<file path="config.mk">
export PLATFORM = sky130hd
export DESIGN_NAME = cxu_cmd_initiator_flat
export DESIGN_NICKNAME = d
export VERILOG_FILES = /design/src/rtl/cxu_pkg.sv /design/src/rtl/cxu_cmd_initiator_if.sv /design/src/rtl/cxu_op_timer.sv /design/src/rtl/cxu_cmd_initiator.sv /design/src/flat_wrapper.sv
export SDC_FILE = /design/constraint.sdc
export NUM_CORES = 1
export LEC_CHECK = 0
export ABC_AREA = 1
export BUFFER_PORTS_ARGS = -buffer_cell sky130_fd_sc_hd__buf_4
export CORE_ASPECT_RATIO = 0.5
export CORE_UTILIZATION = 48
export DETAILED_ROUTE_END_ITERATION = 7
export GPL_TIMING_DRIVEN = 0
export PLACE_DENSITY = 0.82
export SLEW_MARGIN = 0
export SYNTH_ARGS = -nofsm -noshare
export SYNTH_HDL_FRONTEND = slang
export SYNTH_HIERARCHICAL = 1
export SYNTH_SLANG_ARGS = --single-unit
</file>
<file path="constraint.sdc">
create_clock -name clk -period 2.1 [get_ports clk]
set_clock_uncertainty 0.2 [all_clocks]
set_input_delay 0.315 -clock clk [delete_from_list [all_inputs] [get_ports clk]]
set_output_delay 0.315 -clock clk [all_outputs]
set_load 0.005 [all_outputs]
</file>
<file path="src/rtl/cxu_pkg.sv">
// Shared widths, state encoding and command payload layout for the CXU
// requester-side initiator.
package cxu_pkg;

  localparam int FUNC_ID_W  = 3;
  localparam int STATE_ID_W = 3;
  localparam int CXU_ID_W   = 4;
  localparam int DATA_W     = 32;

  typedef enum logic [1:0] {
    IDLE  = 2'd0,
    ISSUE = 2'd1,
    WAIT  = 2'd2,
    HOLD  = 2'd3
  } cxu_state_e;

  typedef struct packed {
    logic [FUNC_ID_W-1:0]  function_id;
    logic [DATA_W-1:0]     inputs_0;
    logic [DATA_W-1:0]     inputs_1;
    logic [STATE_ID_W-1:0] state_id;
    logic [CXU_ID_W-1:0]   cxu_id;
  } cxu_cmd_payload_t;

endpackage

</file>
<file path="src/rtl/cxu_cmd_initiator_if.sv">
// CXU cmd/rsp channel bundle; master is the requester, slave is the CXU.
interface cxu_cmd_initiator_if;
  import cxu_pkg::*;

  logic                  cmd_valid;
  logic                  cmd_ready;
  logic [FUNC_ID_W-1:0]  cmd_payload_function_id;
  logic [DATA_W-1:0]     cmd_payload_inputs_0;
  logic [DATA_W-1:0]     cmd_payload_inputs_1;
  logic [STATE_ID_W-1:0] cmd_payload_state_id;
  logic [CXU_ID_W-1:0]   cmd_payload_cxu_id;
  logic                  cmd_payload_ready;
  logic                  rsp_valid;
  logic                  rsp_ready;
  logic [DATA_W-1:0]     rsp_payload_outputs_0;
  logic                  rsp_payload_ready;

  modport master (
    output cmd_valid, cmd_payload_function_id, cmd_payload_inputs_0,
           cmd_payload_inputs_1, cmd_payload_state_id, cmd_payload_cxu_id,
           cmd_payload_ready, rsp_ready,
    input  cmd_ready, rsp_valid, rsp_payload_outputs_0, rsp_payload_ready
  );

  modport slave (
    input  cmd_valid, cmd_payload_function_id, cmd_payload_inputs_0,
           cmd_payload_inputs_1, cmd_payload_state_id, cmd_payload_cxu_id,
           cmd_payload_ready, rsp_ready,
    output cmd_ready, rsp_valid, rsp_payload_outputs_0, rsp_payload_ready
  );

endinterface

</file>
<file path="src/rtl/cxu_op_timer.sv">
// Saturating operation counter with synchronous clear and a terminal-count flag.
module cxu_op_timer #(
  parameter int CNT_W    = 16,
  parameter int TC_VALUE = 254
) (
  input  logic             clk,
  input  logic             reset,
  input  logic             clear,
  input  logic             enable,
  output logic [CNT_W-1:0] count,
  output logic             tc
);

  always_ff @(posedge clk) begin
    if (reset || clear) begin
      count <= '0;
    end else if (enable && (count != '1)) begin
      count <= count + CNT_W'(1);
    end
  end

  assign tc = (count == CNT_W'(TC_VALUE));

endmodule

</file>
<file path="src/rtl/cxu_cmd_initiator.sv">
// Requester-side CXU master: one operation outstanding, registered outputs only,
// result presented with timeout flag and cmd-to-completion latency.
module cxu_cmd_initiator
  import cxu_pkg::*;
#(
  parameter int TIMEOUT_CYCLES = 255,
  parameter int CNT_W          = 16
) (
  input  logic                  clk,
  input  logic                  reset,
  input  logic                  req_valid,
  output logic                  req_ready,
  input  logic [FUNC_ID_W-1:0]  req_function_id,
  input  logic [DATA_W-1:0]     req_inputs_0,
  input  logic [DATA_W-1:0]     req_inputs_1,
  input  logic [STATE_ID_W-1:0] req_state_id,
  input  logic [CXU_ID_W-1:0]   req_cxu_id,
  output logic                  res_valid,
  input  logic                  res_ready,
  output logic [DATA_W-1:0]     res_data,
  output logic                  res_timeout,
  output logic [CNT_W-1:0]      res_cycles,
  cxu_cmd_initiator_if.master   cxu
);

  localparam logic [1:0]       ST_IDLE   = IDLE;
  localparam logic [1:0]       ST_ISSUE  = ISSUE;
  localparam logic [1:0]       ST_WAIT   = WAIT;
  localparam logic [1:0]       ST_HOLD   = HOLD;
  localparam logic [CNT_W-1:0] TO_CYCLES = CNT_W'(TIMEOUT_CYCLES);

  logic [1:0]        state_q;
  cxu_cmd_payload_t  cmd_q;
  logic [DATA_W-1:0] data_q;
  logic              timeout_q;
  logic [CNT_W-1:0]  cycles_q;
  logic [CNT_W-1:0]  count;
  logic              tc;
  logic              in_flight;
  logic              cmd_fire;
  logic              rsp_fire;
  logic              done;
  logic              expire;
  logic              unused_rsp_payload_ready;

  assign in_flight = (state_q == ST_ISSUE) || (state_q == ST_WAIT);
  assign cmd_fire  = cxu.cmd_valid && cxu.cmd_ready;
  assign rsp_fire  = cxu.rsp_valid && cxu.rsp_ready;
  // A rsp without the matching cmd handshake in ISSUE is a protocol error and is dropped.
  assign done      = ((state_q == ST_ISSUE) && cmd_fire && rsp_fire) ||
                     ((state_q == ST_WAIT) && rsp_fire);
  assign expire    = in_flight && tc && !done;
  assign unused_rsp_payload_ready = cxu.rsp_payload_ready;

  cxu_op_timer #(
    .CNT_W    (CNT_W),
    .TC_VALUE (TIMEOUT_CYCLES - 1)
  ) u_timer (
    .clk    (clk),
    .reset  (reset),
    .clear  ((state_q == ST_IDLE) && req_valid),
    .enable (in_flight),
    .count  (count),
    .tc     (tc)
  );

  always_ff @(posedge clk) begin
    if (reset) begin
      state_q   <= ST_IDLE;
      cmd_q     <= '0;
      data_q    <= '0;
      timeout_q <= 1'b0;
      cycles_q  <= '0;
    end else begin
      case (state_q)
        ST_IDLE: begin
          if (req_valid) begin
            cmd_q.function_id <= req_function_id;
            cmd_q.inputs_0    <= req_inputs_0;
            cmd_q.inputs_1    <= req_inputs_1;
            cmd_q.state_id    <= req_state_id;
            cmd_q.cxu_id      <= req_cxu_id;
            state_q           <= ST_ISSUE;
          end
        end
        ST_ISSUE, ST_WAIT: begin
          if (done) begin
            data_q    <= cxu.rsp_payload_outputs_0;
            timeout_q <= 1'b0;
            cycles_q  <= count + CNT_W'(1);
            state_q   <= ST_HOLD;
          end else if (expire) begin
            data_q    <= '0;
            timeout_q <= 1'b1;
            cycles_q  <= TO_CYCLES;
            state_q   <= ST_HOLD;
          end else if ((state_q == ST_ISSUE) && cmd_fire) begin
            state_q   <= ST_WAIT;
          end
        end
        ST_HOLD: begin
          if (res_ready) state_q <= ST_IDLE;
        end
        default: state_q <= ST_IDLE;
      endcase
    end
  end

  assign req_ready   = (state_q == ST_IDLE);
  assign res_valid   = (state_q == ST_HOLD);
  assign res_data    = data_q;
  assign res_timeout = timeout_q;
  assign res_cycles  = cycles_q;

  assign cxu.cmd_valid               = (state_q == ST_ISSUE);
  assign cxu.rsp_ready               = in_flight;
  assign cxu.cmd_payload_function_id = cmd_q.function_id;
  assign cxu.cmd_payload_inputs_0    = cmd_q.inputs_0;
  assign cxu.cmd_payload_inputs_1    = cmd_q.inputs_1;
  assign cxu.cmd_payload_state_id    = cmd_q.state_id;
  assign cxu.cmd_payload_cxu_id      = cmd_q.cxu_id;
  assign cxu.cmd_payload_ready       = 1'b1;

endmodule

</file>
<file path="src/flat_wrapper.sv">
// flat-port wrapper written by rule: the top's interface ports become plain ports
module cxu_cmd_initiator_flat import cxu_pkg::*;
#(
  parameter int TIMEOUT_CYCLES = 255,
  parameter int CNT_W          = 16
)
  (clk, reset, req_valid, req_ready, req_function_id, req_inputs_0, req_inputs_1, req_state_id, req_cxu_id, res_valid, res_ready, res_data, res_timeout, res_cycles, cxu_cmd_valid, cxu_cmd_payload_function_id, cxu_cmd_payload_inputs_0, cxu_cmd_payload_inputs_1, cxu_cmd_payload_state_id, cxu_cmd_payload_cxu_id, cxu_cmd_payload_ready, cxu_rsp_ready, cxu_cmd_ready, cxu_rsp_valid, cxu_rsp_payload_outputs_0, cxu_rsp_payload_ready);
  cxu_cmd_initiator_if cxu_i ();
  input  logic clk;
  input  logic reset;
  input  logic req_valid;
  output logic req_ready;
  input  logic [FUNC_ID_W-1:0] req_function_id;
  input  logic [DATA_W-1:0] req_inputs_0;
  input  logic [DATA_W-1:0] req_inputs_1;
  input  logic [STATE_ID_W-1:0] req_state_id;
  input  logic [CXU_ID_W-1:0] req_cxu_id;
  output logic res_valid;
  input  logic res_ready;
  output logic [DATA_W-1:0] res_data;
  output logic res_timeout;
  output logic [CNT_W-1:0] res_cycles;
  output wire logic [$bits(cxu_i.cmd_valid)-1:0] cxu_cmd_valid;
  output wire logic [$bits(cxu_i.cmd_payload_function_id)-1:0] cxu_cmd_payload_function_id;
  output wire logic [$bits(cxu_i.cmd_payload_inputs_0)-1:0] cxu_cmd_payload_inputs_0;
  output wire logic [$bits(cxu_i.cmd_payload_inputs_1)-1:0] cxu_cmd_payload_inputs_1;
  output wire logic [$bits(cxu_i.cmd_payload_state_id)-1:0] cxu_cmd_payload_state_id;
  output wire logic [$bits(cxu_i.cmd_payload_cxu_id)-1:0] cxu_cmd_payload_cxu_id;
  output wire logic [$bits(cxu_i.cmd_payload_ready)-1:0] cxu_cmd_payload_ready;
  output wire logic [$bits(cxu_i.rsp_ready)-1:0] cxu_rsp_ready;
  input wire logic [$bits(cxu_i.cmd_ready)-1:0] cxu_cmd_ready;
  input wire logic [$bits(cxu_i.rsp_valid)-1:0] cxu_rsp_valid;
  input wire logic [$bits(cxu_i.rsp_payload_outputs_0)-1:0] cxu_rsp_payload_outputs_0;
  input wire logic [$bits(cxu_i.rsp_payload_ready)-1:0] cxu_rsp_payload_ready;
  assign cxu_cmd_valid = cxu_i.cmd_valid;
  assign cxu_cmd_payload_function_id = cxu_i.cmd_payload_function_id;
  assign cxu_cmd_payload_inputs_0 = cxu_i.cmd_payload_inputs_0;
  assign cxu_cmd_payload_inputs_1 = cxu_i.cmd_payload_inputs_1;
  assign cxu_cmd_payload_state_id = cxu_i.cmd_payload_state_id;
  assign cxu_cmd_payload_cxu_id = cxu_i.cmd_payload_cxu_id;
  assign cxu_cmd_payload_ready = cxu_i.cmd_payload_ready;
  assign cxu_rsp_ready = cxu_i.rsp_ready;
  assign cxu_i.cmd_ready = cxu_cmd_ready;
  assign cxu_i.rsp_valid = cxu_rsp_valid;
  assign cxu_i.rsp_payload_outputs_0 = cxu_rsp_payload_outputs_0;
  assign cxu_i.rsp_payload_ready = cxu_rsp_payload_ready;
  cxu_cmd_initiator #(.TIMEOUT_CYCLES(TIMEOUT_CYCLES), .CNT_W(CNT_W)) u_core (.clk(clk), .reset(reset), .req_valid(req_valid), .req_ready(req_ready), .req_function_id(req_function_id), .req_inputs_0(req_inputs_0), .req_inputs_1(req_inputs_1), .req_state_id(req_state_id), .req_cxu_id(req_cxu_id), .res_valid(res_valid), .res_ready(res_ready), .res_data(res_data), .res_timeout(res_timeout), .res_cycles(res_cycles), .cxu(cxu_i));
endmodule
</file>
==> results.toml <==
[yosys]
synth_area_leaders = "dfxtp_1 49%, nor2_1 13%, nand2_1 8.9%"
synth_top_family_by_area = "simple AND/OR/NAND/NOR gates"
synthCells = 785
synth_largest_area_cell = "dfxtp_1"
synth.avg_cell_area_um2 = 7.35
synth_nets = 905
ys_warn_count = 6
synth_top_area_frac = 0.489
synth_fa_ha_area_frac = 0.0152
ys_ff_latch = 141
yosysSeqAreaShare = 0.489
synth_simple_gate_area_frac = 0.283
synth_cell_types = 36
synthMuxAreaShare = 0
synth-xor-area-share = 0.00152
synth_compound_area_frac = 0.145
synth.cell_area_um2 = 5770

[final_layout]
drive_above_1_share = 0.292
final_common_cell = "buf_4"
most-common-layout-cells = "246 x buf_4, 202 x nor2_1, 136 x nand2_1, 132 x dfxtp_1, 105 x dlygate4sd3_1"
num-nets-final = 1269
syn_to_final_growth_pct = 63.7
final_util = 0.832
fillers = 664

[cts]
htree_levels = 4
clkTransAtPathRegs_ns = 0.06
clock_tree.root_cell = "clkbuf_16"
clk_path_buf_depth = 2
cts_tree = "done"
clock_sinks = 141
cts_buffers = 17
clkLatencyLatePin_ns = 0.41

[detailed_routing]
vias = 6927
wl_per_cell_um = 16.0
viasPerCell = 5.24
routed_wl_um = 21200
drc = 0
drt_pass1_iterations = 5
drt_iter0_drc = 561
postRouteAntennaNets = 0

[setup_path]
critPathKind = "input port to flop"
worstPathArrival_ns = 2.20
worst_path_largest_cell_delay_ns = 0.54
cp_max_fo = 10
path_common_cell = "buf_2"
cp_slowest_cell = "dlygate4sd3_1"
start_kind = "input port"
cp_data_required_time_ns = 2.24
path_cells = "dlygate4sd3_1 > buf_4 > clkbuf_1 > inv_2 > buf_2 > buf_2 > o21ai_0 > nor2_1"
cp-end-kind = "flop"

[power]
design_power_total_uw = 9390
power_leakage_uw = 0.00420
power_per_cell_area_nw_per_um2 = 993
vdd_drop_max_v = 0.000519

[run]
cap_violations = 0

[global_route]
first_global_vias = 6706
gr-total-overflow = 0
grt_util_all_layers = 0.332
grt_max_degree = 17
antenna_found_initial = 0
grt_pass1_wl_um = 32200

[sta]
fmax_mhz = 484
worst_slew_pin_slew_ns = 0.542
period_minus_slack_ns = 2.07
setup_violations = 0
hold_viol = 0
slew_viol_final = 0
slew_headroom = 0.639
finalCritPeriodShare = 0.984

[placement]
numPortBuffers = 238
dp_hpwl_um = 12400
place.gp.congestion = 0.870

[die]
die-area_um2 = 12500
coreArea_um2 = 11400
start_util = 0.508
num_rows = 27
die_x_um = 157
ioPinCount = 241
die_h_um = 79.5

[worst_hold_path]
holdCritPathClass = "input port to flop"

[run_status]
status = "finished, final reports clean"
-- area by class of cell --
cell class | count | area (um2) | area share
antenna | 2 | 5.00 | 0.000530
sequential | 141 | 2850 | 0.301
timing repair buffer | 345 | 2850 | 0.302
inverter | 38 | 150 | 0.0159
clock inverter | 13 | 106 | 0.0113
tap | 159 | 199 | 0.0211
clock buffer | 19 | 443 | 0.0469
multi-input combinational | 564 | 2610 | 0.276
buffer | 42 | 239 | 0.0253
-- worst paths after layout --
| path | startpoint | cells after the start | slack (ns) | end |
|---|---|---|---|---|
| worst max-delay path | reset | 8 | 0.03 | u_core/cxu.cmd_payload_inputs_1[3] |
| worst min-delay path | req_state_id[0] | 3 | 0.02 | u_core/cxu.cmd_payload_state_id[0] |
| worst max register to register | u_core/u_timer/count[7] | 10 | 0.07 | u_core/res_data[28] |
| worst min register to register | u_core/res_data[4] | 2 | 0.26 | u_core/res_data[4] |
-- metrics by stage --
stage	setup WS (ns)	hold WS, ns	cell area [um2]	TNS (ns)	cells
6_report	0.0327	0.0184	9450	0	1323
3_3_place_gp	-0.159	0.246	7760	-1.92	1182
5_1_grt	-0.0387	0.0388	9440	-0.0387	1321
3_5_place_dp	-0.226	0.246	7760	-3.51	1182
2_1_floorplan	0.234	0.246	5770	0	785
4_1_cts	0.00837	0.00365	9370	0	1319
-- routing by layer --
layer | vias up | track usage | part of all wire
met5 | - | 0 | 0
met4 | 0 | 0.226 | 0.049
met3 | 99 | 0.0744 | 0.064
met2 | 337 | 0.613 | 0.51
met1 | 3230 | 0.342 | 0.38
li1 | 3261 | - | -
-- kinds of logic (layout without fill, tap and decap cells) --
| logic type | count (synthesis) | in the layout |
|---|---|---|
| DFF | 141 | 141 |
| buffers and inverters | 80 | 457 |
| adders and majority gates | 7 | 7 |
| xor gates and xnor gates | 1 | 1 |
| AOI/OAI and AO/OA | 157 | 157 |
| other | 1 | 3 |
| and+or+nand+nor | 398 | 398 |
-- repair_timing --
item / in CTS / in global routing
setup buffers: 0 / 2
hold endpoints to repair: 108 / 0
setup endpoints to repair: 53 / 55
hold buffers: 105 / 0
pin swaps: 0 / 2
gates resized for setup: 5 / 24
-- registers in the layout (all words and copies together), names as in the netlist, 3 cells and up --
register / cells
u_core/cxu.cmd_payload_function_id: 3
u_core/cxu.cmd_payload_inputs_1: 32
u_core/cxu.cmd_payload_inputs_0: 32
u_core/res_cycles: 16
u_core/cxu.cmd_payload_state_id: 3
u_core/cxu.cmd_payload_cxu_id: 4
u_core/u_timer/count: 16
u_core/res_data: 32
-- critical path: cells and delay by family --
family	cells	cell delay (ns)
and+or+nand+nor	1	0.18
AOI/OAI and AO/OA	1	0.17
buffers and inverters	6	1.52
-- where the power goes --
part	switching, uW	internal (uW)
combinational	1700	1450
clock	1230	1560
sequential	298	3150
-- Yosys cell counts --
cell	n
conb_1	1
inv_2	4
nand2_2	2
xor2_1	1
ha_1	7
nand3_1	36
o21bai_1	4
a21oi_1	57
o221a_2	1
nor2_2	4
nor2_4	2
nand4_4	1
nor2_1	204
or2_1	1
buf_2	15
a21o_2	1
buf_4	7
dfxtp_1	141
nand3_2	2
nor4_1	1
o22ai_1	1
nand4_1	5
buf_6	3
clkbuf_4	2
o21ai_1	12
nand2_4	2
o21ai_0	74
nor3_1	1
nand2_1	137
a211oi_1	2
a21oi_2	3
clkbuf_1	15
o21bai_2	1
clkinv_4	1
inv_1	33
o211a_1	1
Note: power is estimated with default switching activity, not from simulation.
